[config.mk]
export PLATFORM = sky130hd
export DESIGN_NAME = alu_issue_ctrl
export DESIGN_NICKNAME = d
export VERILOG_FILES = /design/src/rtl/alu_issue_ctrl.sv
export SDC_FILE = /design/constraint.sdc
export NUM_CORES = 1
export LEC_CHECK = 0
export ABC_AREA = 1
export CAP_MARGIN = 25
export CORE_MARGIN = 2
export CORE_UTILIZATION = 35
export CTS_CLUSTER_DIAMETER = 200
export DETAILED_ROUTE_END_ITERATION = 10
export PLACE_DENSITY_LB_ADDON = 0.12
export SYNTH_ARGS = -nofsm -noshare
export SYNTH_HDL_FRONTEND = slang
export SYNTH_SLANG_ARGS = --single-unit
[constraint.sdc]
create_clock -name clk -period 2.7 [get_ports clk]
set_clock_uncertainty 0.1 [all_clocks]
set_input_delay 0.405 -clock clk [delete_from_list [all_inputs] [get_ports clk]]
set_output_delay 0.405 -clock clk [all_outputs]
set_load 0.02 [all_outputs]
[src/rtl/alu_issue_ctrl.sv]
`default_nettype none
// ============================================================================
// Module   : alu_issue_ctrl
// Brief    : Register-file issue/writeback controller around an 8-bit logic ALU;
//            one instruction per three cycles with a one-cycle done strobe.
// Revision : 1.0 - initial release
// ============================================================================
module alu_issue_ctrl #(
    parameter int WIDTH = 8,
    parameter int NREG  = 4
) (
    input  logic             clk,
    input  logic             rst,
    input  logic             instr_valid,
    output logic             instr_ready,
    input  logic [1:0]       instr_op,
    input  logic [1:0]       instr_rd,
    input  logic [1:0]       instr_rs1,
    input  logic [1:0]       instr_rs2,
    input  logic             ld_en,
    input  logic [1:0]       ld_addr,
    input  logic [WIDTH-1:0] ld_data,
    output logic [WIDTH-1:0] alu_a,
    output logic [WIDTH-1:0] alu_b,
    output logic [1:0]       alu_opcode,
    input  logic [WIDTH-1:0] alu_result,
    output logic             done,
    output logic [1:0]       done_rd,
    output logic [WIDTH-1:0] done_data,
    input  logic [1:0]       dbg_addr,
    output logic [WIDTH-1:0] dbg_data
);

    typedef enum logic [1:0] {
        ST_IDLE = 2'd0,
        ST_EXEC = 2'd1,
        ST_WB   = 2'd2
    } state_t;

    state_t           r_state;
    state_t           w_state_next;
    logic [1:0]       r_rd_q;
    logic [WIDTH-1:0] r_regs [NREG];
    logic             w_accept;

    assign instr_ready = (r_state == ST_IDLE);
    assign w_accept    = instr_valid && instr_ready;
    assign dbg_data    = r_regs[dbg_addr];

    always_ff @(posedge clk or posedge rst) begin
        if (rst) begin
            r_state <= ST_IDLE;
        end else begin
            r_state <= w_state_next;
        end
    end

    always_comb begin
        w_state_next = r_state;
        case (r_state)
            ST_IDLE: if (w_accept) w_state_next = ST_EXEC;
            ST_EXEC: w_state_next = ST_WB;
            ST_WB:   w_state_next = ST_IDLE;
            default: w_state_next = ST_IDLE;
        endcase
    end

    // Writeback is assigned after the direct load so it wins on an address clash.
    always_ff @(posedge clk or posedge rst) begin
        if (rst) begin
            for (int i = 0; i < NREG; i++) begin
                r_regs[i] <= '0;
            end
        end else begin
            if (ld_en) begin
                r_regs[ld_addr] <= ld_data;
            end
            if (r_state == ST_EXEC) begin
                r_regs[r_rd_q] <= alu_result;
            end
        end
    end

    // Operands are sampled from the pre-edge register contents, so a same-edge
    // load to a source register is not seen by the accepted instruction.
    always_ff @(posedge clk or posedge rst) begin
        if (rst) begin
            alu_a      <= '0;
            alu_b      <= '0;
            alu_opcode <= 2'b00;
            r_rd_q     <= 2'b00;
        end else if (w_accept) begin
            alu_a      <= r_regs[instr_rs1];
            alu_b      <= r_regs[instr_rs2];
            alu_opcode <= instr_op;
            r_rd_q     <= instr_rd;
        end
    end

    always_ff @(posedge clk or posedge rst) begin
        if (rst) begin
            done      <= 1'b0;
            done_rd   <= 2'b00;
            done_data <= '0;
        end else begin
            done <= (r_state == ST_EXEC);
            if (r_state == ST_EXEC) begin
                done_rd   <= r_rd_q;
                done_data <= alu_result;
            end
        end
    end

endmodule
`default_nettype wire

==> flow_summary.yaml, run 1 <==
run_status:
  status: "finished clean"
die:
  die_y_um: 108
  io_pins: 70
  coreArea_mm2: 0.0104
  fp.dieW_um: 108
  rows: 37
  start_util: 0.362
  dieArea_mm2: 0.0116
placement:
  place_area_mm2: 0.00460
  dp_hpwl_mm: 8.73
  place.gp.congestion: 0.871
  io_buffers: 69
synthesis:
  synthSimpleGateAreaFrac: 0.433
  yosys_warnings: 0
  synth-edff-count: 0
  yosysSeqAreaShare: 0.431
  synth.net_count: 590
  syn_inst: 558
  synth_xor_area_frac: 0
  synth_fa_ha_area_frac: 0
  synth_seq_cells: 65
  synthArstFlopShare: 1.00
  synth_cell_types: 20
  syn_area_per_cell_um2: 6.76
  ys.flop_type: "dfrtp_1"
  synth_top_family_by_area: "simple AND/OR/NAND/NOR gates"
  synth_compound_area_frac: 0.0425
  syn_area_mm2: 0.00377
  muxShareOfSynthArea: 0
power:
  p_per_area_mw_per_mm2: 837
  leakage_nw: 2.49
  max-vdd-ir-drop_v: 0.000325
  design_power_total_mw: 3.98
global_route:
  grt_pass1_wl_mm: 19.9
  grtUsageTotal: 0.223
  grt_start_max_net_pins: 33
  grt.overflow.total: 0
  grt_pass1_vias: 3833
  grt_antenna_before_repair: 0
timing:
  finalSetupTns_ps: 0
  fin_crit_sh: 0.931
  hold_violations: 0
  slew-limit-headroom: 0.609
  worst_pin_slew_ps: 585
  max_freq_ghz: 0.398
  rsz0062_at_grt: "no"
  fin_crit_ps: 2510
  drv_slew: 0
  timing.hold.ws_ps: 336
  setup_violations: 0
cts:
  clkTransAtPathRegs_ps: 70
  ctsResizeCount: 0
  clockRootBuffer: "clkbuf_8"
  cts_setup_buffers: 0
  htreeDepth: 3
  cts.sinks: 65
  cts_hold_buffers: 0
  clockBufferDepth: 2
  insertion_delay_ps: 340
  cts_tree: "built"
  cts_made_buffers: 9
final_layout:
  area_growth_syn_to_layout_pct: 26.0
  fin_area_mm2: 0.00475
  layout.cells.most_common: "nand2_1"
  insertedDiodeCount: 0
  layout_common_cells: "nand2_1, nand3_1, clkdlybuf4s50_1, dfrtp_1, inv_1"
  drive_gt1_frac: 0.0635
  nNetsFinal: 657
setup_path:
  startpoint_type: "input pin"
  cp.required_ps: 2190
  path_buf_inv: 3
  slowest_stage: "clkdlybuf4s50_1"
  worstPathMaxFanout: 32
  endpoint_kind: "output pin"
  arrival_ps: 2010
  criticalPathCategory: "in -> out"
  critPathTopFamily: "buffers and inverters"
  critPathMaxStageDelay_ps: 610
  worstPathCellList: "clkdlybuf4s50_1, buf_12, a21oi_1, o21ai_0, nand2_1, clkdlybuf4s50_1"
  cp_common_cell: "clkdlybuf4s50_1"
routing:
  drcViolationCount: 0
  wirelength_mm: 11.9
  vias: 3869
  first_pass_iters: 6
  wire_per_inst_um: 15.6
  antenna_left: 0
  first_iter_violations: 296
  viasPerCell: 5.05
hold_path:
  hold_class: "in -> async"
run:
  maxCapViolCount: 0
[routing by layer]
layer | GRT usage | share of wire
met5 | 0 | 0
met4 | 0.0760 | 0.024
met3 | 0.0351 | 0.062
met2 | 0.355 | 0.46
met1 | 0.307 | 0.46
[report_power, final]
group	internal, mW	switching (mW)
logic	0.689	1.10
clock network	0.328	0.385
registers	1.31	0.170
total	2.32	1.66
[logic make-up (layout without fill, tap and decap cells)]
logic type,count (synthesis),after routing
flops,65,65
simple gates,384,384
compound gates,28,28
buf+inv,81,153
[sequential cells by signal, summed over array words and instances (netlist names)]
register    flops
r_rd_q          2
r_state         2
done_rd         2
alu_b           8
r_regs         32
done            1
done_data       8
alu_opcode      2
alu_a           8
[cells in the mapped netlist (3+ instances only)]
master / count / area, µm²
o21ai_0: 12 / 60.1
buf_4: 6 / 45.0
nand2_1: 283 / 1060
clkbuf_1: 5 / 18.8
nand4_1: 8 / 50.1
inv_1: 53 / 199
buf_2: 11 / 55.1
inv_2: 3 / 11.3
o211ai_1: 8 / 60.1
dfrtp_1: 65 / 1630
a21oi_1: 8 / 40.0
nand3_1: 81 / 405
nand3_2: 6 / 60.1
[per-stage QoR]
stage	std cells	utilization	setup slack (ps)
after floorplan	558	-	569
after detailed placement	750	0.442	229
after global placement	750	0.442	240
final	766	0.456	185
after global routing	766	0.456	58.7
after CTS	766	0.456	211
[cell type report]
| class | instances | area (µm²) |
|---|---|---|
| tap | 136 | 170 |
| inverter | 58 | 220 |
| clock buffer | 12 | 135 |
| sequential | 65 | 1630 |
| timing repair buffer | 79 | 791 |
| fill | 1113 | 5660 |
| multi-input combinational | 412 | 1790 |
| clock inverter | 4 | 20.0 |
[worst register-to-register path: stages (launching register included)]
cell and delay (ps):
dfrtp_1 390, inv_1 70, nand2_2 180, inv_4 220
nand3_2 230, inv_1 320, nand2_1 110, nand2_1 90
[path summary, 6_finish.rpt]
| path | startpoint | to | slack, ps | depth (start not counted) |
|---|---|---|---|---|
| max in group asynchronous | rst | alu_b[7]$_DFFE_PP0P_ | 1520 | 3 |
| max | dbg_addr[0] | dbg_data[5] | 190 | 6 |
| min reg2reg | alu_b[5]$_DFFE_PP0P_ | alu_b[5]$_DFFE_PP0P_ | 380 | 2 |
| min in group clk | alu_b[5]$_DFFE_PP0P_ | alu_b[5]$_DFFE_PP0P_ | 380 | 2 |
| max reg2reg | r_state[1]$_DFFE_PP0P_ | r_regs[11]$_DFF_PP0_ | 930 | 7 |
| min | rst | r_state[1]$_DFFE_PP0P_ | 340 | 2 |
(Power assumes the default switching activity.)
==> run 2, diff against run 1 <==
- CAP_MARGIN: 25 -> 10
==> results of run 2 <==
Final layout, timing and power as in run 1 (identical DEF).
